**config.mk**
```make
export PLATFORM = sky130hd
export DESIGN_NAME = bank_isu_sched
export DESIGN_NICKNAME = d
export VERILOG_FILES = /design/src/rtl/bank_isu_sched.sv
export SDC_FILE = /design/constraint.sdc
export NUM_CORES = 1
export LEC_CHECK = 0
export ABC_CLOCK_PERIOD_IN_PS = 8250
export CORE_UTILIZATION = 35
export CTS_CLUSTER_SIZE = 24
export DETAILED_ROUTE_END_ITERATION = 7
export GPL_TIMING_DRIVEN = 0
export PLACE_DENSITY = 0.62
export SETUP_SLACK_MARGIN = 0.5
export SLEW_MARGIN = 0
export SYNTH_ARGS = -nofsm -noshare
export SYNTH_HDL_FRONTEND = slang
export SYNTH_SLANG_ARGS = --single-unit
```
**constraint.sdc**
```tcl
create_clock -name clk_i -period 8.25 [get_ports clk_i]
set_clock_uncertainty 0.05 [all_clocks]
set_input_delay 1.65 -clock clk_i [delete_from_list [all_inputs] [get_ports clk_i]]
set_output_delay 1.65 -clock clk_i [all_outputs]
set_load 0.02 [all_outputs]
```
**src/rtl/bank_isu_sched.sv**
```systemverilog
// Bank issue scheduler: an in-order issue queue whose head is released to
// the SC only when its linefill (if any) has returned and the target xbar
// channel holds a credit. Each channel also stamps a rolling ROB id.
module bank_isu_sched #(
    parameter int  DEPTH       = 8,
    parameter int  NUM_CH      = 3,
    parameter int  CREDIT_INIT = 4,
    parameter int  LF_ID_W     = 6,
    parameter int  ROB_W       = 3,
    localparam int CH_W        = (NUM_CH > 1) ? $clog2(NUM_CH) : 1,
    localparam int CREDIT_W    = $clog2(CREDIT_INIT + 1),
    localparam int PTR_W       = $clog2(DEPTH) + 1
) (
    input  logic                clk_i,
    input  logic                rst_i,

    // Request push from the HTU
    input  logic                req_valid_i,
    output logic                req_ready_o,
    input  logic [CH_W-1:0]     req_ch_id_i,
    input  logic [2:0]          req_opcode_i,
    input  logic [6:0]          req_set_way_offset_i,
    input  logic                req_need_linefill_i,
    input  logic [LF_ID_W-1:0]  req_lf_id_i,

    // Linefill data return from the BIU (always accepted)
    input  logic                biu_rvalid_i,
    input  logic [LF_ID_W-1:0]  biu_rid_i,

    // Issue to the SC
    output logic                isu_sc_valid_o,
    input  logic                isu_sc_ready_i,
    output logic [CH_W-1:0]     isu_sc_channel_id_o,
    output logic [2:0]          isu_sc_opcode_o,
    output logic [6:0]          isu_sc_set_way_offset_o,
    output logic                isu_sc_linefill_o,
    output logic [ROB_W-1:0]    isu_sc_rob_id_o,

    // Credit return pulses from the xbar
    input  logic [NUM_CH-1:0]   xbar_credit_ret_i,

    output logic                credit_err_o,
    output logic [PTR_W-1:0]    iq_count_o
);

    localparam int IDX_W  = $clog2(DEPTH);
    localparam int NUM_LF = 1 << LF_ID_W;

    typedef struct packed {
        logic [CH_W-1:0]    ch;
        logic [2:0]         opcode;
        logic [6:0]         set_way_offset;
        logic               linefill;
        logic [LF_ID_W-1:0] lf_id;
    } entry_t;

    entry_t               entries [DEPTH];
    logic [PTR_W-1:0]     wr_ptr;
    logic [PTR_W-1:0]     rd_ptr;
    logic [NUM_LF-1:0]    inflight;
    logic [CREDIT_W-1:0]  credit [NUM_CH];
    logic [ROB_W-1:0]     rob_id [NUM_CH];
    logic                 credit_err;

    entry_t               new_entry;
    entry_t               head;
    logic                 empty;
    logic                 full;
    logic                 blocked;
    logic                 push;
    logic                 issue;
    logic [CREDIT_W-1:0]  head_credit;
    logic [ROB_W-1:0]     head_rob;
    logic [NUM_CH-1:0]    issue_ch;

    // Queue status: the extra pointer bit separates full from empty.
    assign empty   = (wr_ptr == rd_ptr);
    assign full    = (wr_ptr[IDX_W-1:0] == rd_ptr[IDX_W-1:0]) &&
                     (wr_ptr[IDX_W] != rd_ptr[IDX_W]);
    assign head    = entries[rd_ptr[IDX_W-1:0]];
    assign blocked = head.linefill && inflight[head.lf_id];

    assign new_entry = '{
        ch:             req_ch_id_i,
        opcode:         req_opcode_i,
        set_way_offset: req_set_way_offset_i,
        linefill:       req_need_linefill_i,
        lf_id:          req_lf_id_i
    };

    // Head channel lookup; a channel id outside NUM_CH matches nothing and
    // therefore reads as zero credit, so such a head never issues.
    always_comb begin
        // NOTE: every variable gets a default first so no path leaves it unassigned (no latch).
        head_credit = '0;
        head_rob    = '0;
        for (int c = 0; c < NUM_CH; c++) begin
            if (head.ch == CH_W'(c)) begin
                head_credit = credit[c];
                head_rob    = rob_id[c];
            end
        end
    end

    assign push           = req_valid_i && !full;
    assign isu_sc_valid_o = !empty && !blocked && (head_credit != '0);
    assign issue          = isu_sc_valid_o && isu_sc_ready_i;

    // One-hot of the channel that issues this cycle.
    always_comb begin
        issue_ch = '0;
        for (int c = 0; c < NUM_CH; c++) begin
            issue_ch[c] = issue && (head.ch == CH_W'(c));
        end
    end

    assign req_ready_o             = !full;
    assign isu_sc_channel_id_o     = head.ch;
    assign isu_sc_opcode_o         = head.opcode;
    assign isu_sc_set_way_offset_o = head.set_way_offset;
    assign isu_sc_linefill_o       = head.linefill;
    assign isu_sc_rob_id_o         = head_rob;
    assign credit_err_o            = credit_err;
    assign iq_count_o              = wr_ptr - rd_ptr;

    // Entry storage write on an accepted push.
    // NOTE: storage has no reset; only slots between rd_ptr and wr_ptr are ever read.
    always_ff @(posedge clk_i) begin
        if (push) begin
            entries[wr_ptr[IDX_W-1:0]] <= new_entry;
        end
    end

    // Read/write pointers; wrap at DEPTH falls out of the power-of-2 width.
    always_ff @(posedge clk_i) begin
        // NOTE: state is updated with non-blocking assignments so every flop samples pre-edge values.
        if (rst_i) begin
            wr_ptr <= '0;
            rd_ptr <= '0;
        end else begin
            if (push) begin
                wr_ptr <= wr_ptr + PTR_W'(1);
            end
            if (issue) begin
                rd_ptr <= rd_ptr + PTR_W'(1);
            end
        end
    end

    // In-flight linefill bitmap; the set is written last so it wins over a
    // same-cycle clear of the same id.
    always_ff @(posedge clk_i) begin
        if (rst_i) begin
            inflight <= '0;
        end else begin
            if (biu_rvalid_i) begin
                inflight[biu_rid_i] <= 1'b0;
            end
            if (push && req_need_linefill_i) begin
                inflight[req_lf_id_i] <= 1'b1;
            end
        end
    end

    // Per-channel credits, ROB ids and the sticky overflow flag.
    always_ff @(posedge clk_i) begin
        if (rst_i) begin
            for (int c = 0; c < NUM_CH; c++) begin
                credit[c] <= CREDIT_W'(CREDIT_INIT);
                rob_id[c] <= '0;
            end
            credit_err <= 1'b0;
        end else begin
            for (int c = 0; c < NUM_CH; c++) begin
                if (issue_ch[c]) begin
                    rob_id[c] <= rob_id[c] + ROB_W'(1);
                end
                if (issue_ch[c] && !xbar_credit_ret_i[c]) begin
                    credit[c] <= credit[c] - CREDIT_W'(1);
                end else if (!issue_ch[c] && xbar_credit_ret_i[c]) begin
                    if (credit[c] == CREDIT_W'(CREDIT_INIT)) begin
                        credit_err <= 1'b1;
                    end else begin
                        credit[c] <= credit[c] + CREDIT_W'(1);
                    end
                end
            end
        end
    end

    // Occupancy can never exceed the queue size.
    assert property (@(posedge clk_i) disable iff (rst_i) iq_count_o <= PTR_W'(DEPTH));

endmodule

```
After elaboration in Yosys (flattened, before gate mapping)
Memories as Yosys holds them, arrays and structs flattened. A register that Yosys moved wholly into a read port is not among the register bits.
Index checks and enable logic that the tools add are counted.
{"block": "classes", "eq_ne": 8, "n_lt_le_gt_ge": 5, "bitwise": 12, "reduce_logical": 29, "addsub": 12, "muxes": 72}
{"cell": "$mux 64", "count": 3}
{"cell": "$and 64x64->64", "count": 1}
{"cell": "$not 64->64", "count": 1}
{"cell": "$or 64x64->64", "count": 1}
{"cell": "$mux 3", "count": 17}
{"cell": "$mux 1", "count": 49}
{"cell": "$lt 6x7->1 const B", "count": 3}
{"cell": "$add 3x1->3 const B", "count": 6}
{"cell": "$logic_and 1x1->1", "count": 18}
{"cell": "$demux 1 s6", "count": 2}
{"cell": "$ge 6x1->1 const B", "count": 2}
{"cell": "$eq 3x3->1 const B", "count": 3}
{"cell": "$logic_not 1->1", "count": 9}
{"cell": "$or 1x1->1", "count": 9}
{"cell": "$sub 3x1->3 const B", "count": 3}
{"cell": "$add 4x1->4 const B", "count": 2}
{"cell": "$bmux 1 s6", "count": 1}
{"cell": "$eq 4x4->1", "count": 1}
{"cell": "$sub 4x4->4", "count": 1}
{"cell": "$eq 3x3->1", "count": 1}
{"cell": "$reduce_bool 3->1", "count": 1}
{"cell": "$eq 2x1->1 const B", "count": 1}
{"cell": "$eq 2x2->1 const B", "count": 1}
{"cell": "$logic_not 2->1", "count": 1}
{"cell": "$ne 1x1->1", "count": 1}
{"block": "totals", "inputBits": 33, "out_inout_bits": 23, "memories": 3, "ramBits": 170, "ff_bits": 73, "wordCells": 145}
{"name": "entries", "words": 8, "word_bits": 19, "read_ports": 1, "rd_clocked_by_memory_dff": 1, "wr": 1, "line_no": "57", "text": "entry_t entries [DEPTH];"}
{"name": "credit", "words": 3, "word_bits": 3, "read_ports": 3, "rd_clocked_by_memory_dff": 0, "wr": 3, "line_no": "61", "text": "logic [CREDIT_W-1:0] credit [NUM_CH];"}
{"name": "rob_id", "words": 3, "word_bits": 3, "read_ports": 3, "rd_clocked_by_memory_dff": 0, "wr": 3, "line_no": "62", "text": "logic [ROB_W-1:0] rob_id [NUM_CH];"}

Logic depth before layout (Yosys ltp)
{"block": "logic_depth", "ltp_word": 18, "depth_mapped": 15, "ltp_nobuf": 13}

Worst setup path before layout
No wires, ideal clock.
{"block": "synth_path", "path_kind": "flip-flop to output port", "start": "reg with a tool-made name", "end": "out isu_sc_valid_o", "path_buffers": 1, "t_required_ns": 6.550, "arrival_time_ns": 2.764, "path_slack_ns": 3.786, "path_stages_with_launch": 10, "path_cell_list": "dfxtp_1 buf_6 mux4_1 mux2i_4 inv_2 nor2_2 a32oi_1 a41oi_1 o31ai_4 a211oi_1"}
{"item": "end: declaration", "line_no": "31", "text": "output logic isu_sc_valid_o,"}

==> impl_metrics.env <==
export IMPL_initial_core_util=0.356
export IMPL_drv_slew=0
export IMPL_die_area_mm2=0.0329
export IMPL_die_h_um=181
export IMPL_grt_overflow=0
export IMPL_layout_commonest_cell="edfxtp_1"
export IMPL_syn2layout_area_growth_pct=17.8
export IMPL_path_buf_inv=3
export IMPL_hold_path_depth=2
export IMPL_cts_resized=0
export IMPL_cp_end_kind="primary output"
export IMPL_totalWireLength_um=27600
export IMPL_cts_tree="done"
export IMPL_seq_power_share=0.457
export IMPL_worst_ep_required_time_ps=6550
export IMPL_avgSynthCellArea_um2=12.8
export IMPL_cts_setup_buffers=0
export IMPL_ant_nets=0
export IMPL_slew_limit_headroom=0.153
export IMPL_drtIter0Drc=645
export IMPL_drt_first_pass_iters=5
export IMPL_syn_num_nets=929
export IMPL_r2r_cells=14
export IMPL_globalRouteMet3Util=0.0278
export IMPL_crit_family="compound AO/OA/AOI/OAI gates"
export IMPL_grt_use_met1=0.239
export IMPL_finalCritPeriodShare=0.749
export IMPL_core_area_mm2=0.0316
export IMPL_min_to="inflight[4]$_SDFF_PP0_"
export IMPL_syn_inst=882
export IMPL_p_clk_frac=0.360
export IMPL_wl_per_cell_um=19.8
export IMPL_grt_max_degree=15
export IMPL_p_leak_nw=4.30
export IMPL_diodes=0
export IMPL_hold_path_startpoint="inflight[4]$_SDFF_PP0_"
export IMPL_vias_per_cell=5.41
export IMPL_cts_hold_buf=0
export IMPL_drc=0
export IMPL_critPathMaxStageDelay_ps=780
export IMPL_io_pins=56
export IMPL_cp_slowest_cell="o31ai_1"
export IMPL_synthTopCellsByArea="edfxtp_1 45%, dfxtp_1 14%, mux4_2 7.2%"
export IMPL_hold_viol=0
export IMPL_ys_seq_area_frac=0.589
export IMPL_path_class="flip-flop to primary output"
export IMPL_switching_power_uw=813
export IMPL_cts_buffers=25
export IMPL_final_cell_mix="170 x edfxtp_1, 104 x nand2_1, 76 x dfxtp_1"
export IMPL_synth_top_cell_by_area="edfxtp_1"
export IMPL_vias=7522
export IMPL_rsz0062_at_grt="false"
export IMPL_crit_chain="buf_4, buf_2, mux4_2, o31ai_1, a22oi_1, nand2_1, o211ai_1, a211oi_1, clkdlybuf4s50_1"
export IMPL_cts_clk_slew_worst_paths_ps=70
export IMPL_root_buffer="clkbuf_16"
export IMPL_cp_arrival_ps=4480
export IMPL_min_path_type="flip-flop to flip-flop"
export IMPL_dp_hpwl_um=18900
export IMPL_dieWidth_um=181
export IMPL_track_usage=0.169
export IMPL_min_period_ps=6180
export IMPL_grt_pass1_wl_um=42600
export IMPL_power_density_mw_per_mm2=231
export IMPL_ys_flop_type="edfxtp_1"
export IMPL_synth_edf_count=170
export IMPL_drv_cap=0
export IMPL_worstPathMaxFanout=10
export IMPL_fin_ws_ps=2070
export IMPL_cp_start_kind="flip-flop"
export IMPL_final_nets=1017
export IMPL_worst_r2r_endpoint="credit[1][2]$_SDFFCE_PP1P_"
export IMPL_max_freq_mhz=162
export IMPL_worst_slew_pin_slew_ps=1260
export IMPL_p_comb_frac=0.183
export IMPL_layout_drive_gt1_share=0.158
export IMPL_cts_sinks=246
export IMPL_pre_cts_slack_ps=2700
export IMPL_grt_busiest_layer="met2"
export IMPL_finalSetupViolations=0
export IMPL_finalSetupTns_ps=0
export IMPL_p_int_mw=2.25
export IMPL_async_flop_share=0
export IMPL_h_tree_depth=1
export IMPL_synth_top_area_frac=0.454
export IMPL_routabilityCongestion=0.927
export IMPL_netlist_area_mm2=0.0113
export IMPL_grt_pass1_vias=7225
export IMPL_antenna_found_initial=0
export IMPL_status="complete, no violations"
export IMPL_yosysWarnings=0
export IMPL_ys_types=76
export IMPL_met2_usage=0.269
export IMPL_cts_buffer_depth=3
export IMPL_portBuffers=51
export IMPL_ir_worst_vdd_v=0.000186
export IMPL_netSwitchingFraction=0.265
export IMPL_reg2reg_slack_ps=3630
export IMPL_finalPower_mw=3.07
export IMPL_ys_ff_latch=246
export IMPL_insertion_delay_ps=550
export IMPL_rows=65
## area by class of cell
| cell class | instances | area [µm²] |
|---|---|---|
| Fill cell | 2934 | 18400 |
| Clock buffer | 31 | 662 |
| Timing Repair Buffer | 61 | 687 |
| Multi-Input combinational cell | 567 | 4320 |
| Clock inverter | 14 | 130 |
| Sequential cell | 246 | 6630 |
| Tap cell | 402 | 503 |
| Inverter | 21 | 78.8 |
| Buffer | 48 | 256 |
## metal layers
metal / routed length, µm / share of wire
met1: 12700 / 0.46
met5: 0 / 0
met4: 558 / 0.020
met3: 1720 / 0.062
met2: 12600 / 0.46
## power by group through the flow
| stage | clock, mW | sequential (mW) | combinational (mW) |
|---|---|---|---|
| floorplan | 0 | 1.42 | 0.380 |
| CTS | 1.12 | 1.40 | 0.564 |
| global placement | 0 | 1.43 | 0.551 |
| detailed placement | 0 | 1.43 | 0.559 |
| finish | 1.10 | 1.40 | 0.562 |
| global route | 1.17 | 1.41 | 0.612 |
## cell families after synthesis
group                    share of synthesized area
flip-flops                                   0.589
AND/OR/NAND/NOR                              0.106
AO/OA/AOI/OAI                                0.104
multiplexers                                 0.144
buffers and inverters                       0.0298
adder cells (fa/ha/maj)                     0.0176
XOR/XNOR                                   0.00934
## synth_stat cells, types with 14 or more instances
cell type and number:
edfxtp_1 170, a21oi_1 71, nand3_1 14, clkbuf_1 27
o21ai_0 70, nand2_1 104, dfxtp_1 76, mux2i_1 45
nor3_1 14, nor2_1 39, mux2_2 18, inv_1 19
mux4_2 36
## stage by stage
stage / hold WS (ps) / area (µm²) / std cells / utilization
after global placement: 410 / 12300 / 1335 / 0.388
final: 423 / 13300 / 1390 / 0.419
after global routing: 434 / 13300 / 1390 / 0.419
after CTS: 425 / 13300 / 1390 / 0.419
after detailed placement: 416 / 12500 / 1345 / 0.394
after floorplan: 399 / 11300 / 882 / -
## registers in the layout (all words and copies together) (netlist names), named ones only
register      cells
credit            9
credit_err_o      1
entries         152
inflight         64
rd_ptr            4
rob_id            9
wr_ptr            4
## worst register-to-register path, delay by kind of cell, from the launching register on
family | cells | cell delay [ps]
compound gates | 6 | 1630
fa+ha+maj | 1 | 460
buf+inv | 2 | 470
flops | 1 | 360
mux | 1 | 580
simple gates | 4 | 810
## how the worst max path moves through the flow
stage,startpoint,slack (ps),cells past startpoint,to
after floorplan,flip-flop,3790,9,isu_sc_valid_o
after global placement,req_valid_i,2130,5,entries[0][16]$_DFFE_PP_
after detailed placement,flip-flop,2700,9,isu_sc_valid_o
after CTS,flip-flop,2130,9,isu_sc_valid_o
after global routing,flip-flop,1850,9,isu_sc_valid_o
final,flip-flop,2070,9,isu_sc_valid_o
(Power assumes the default switching activity.)
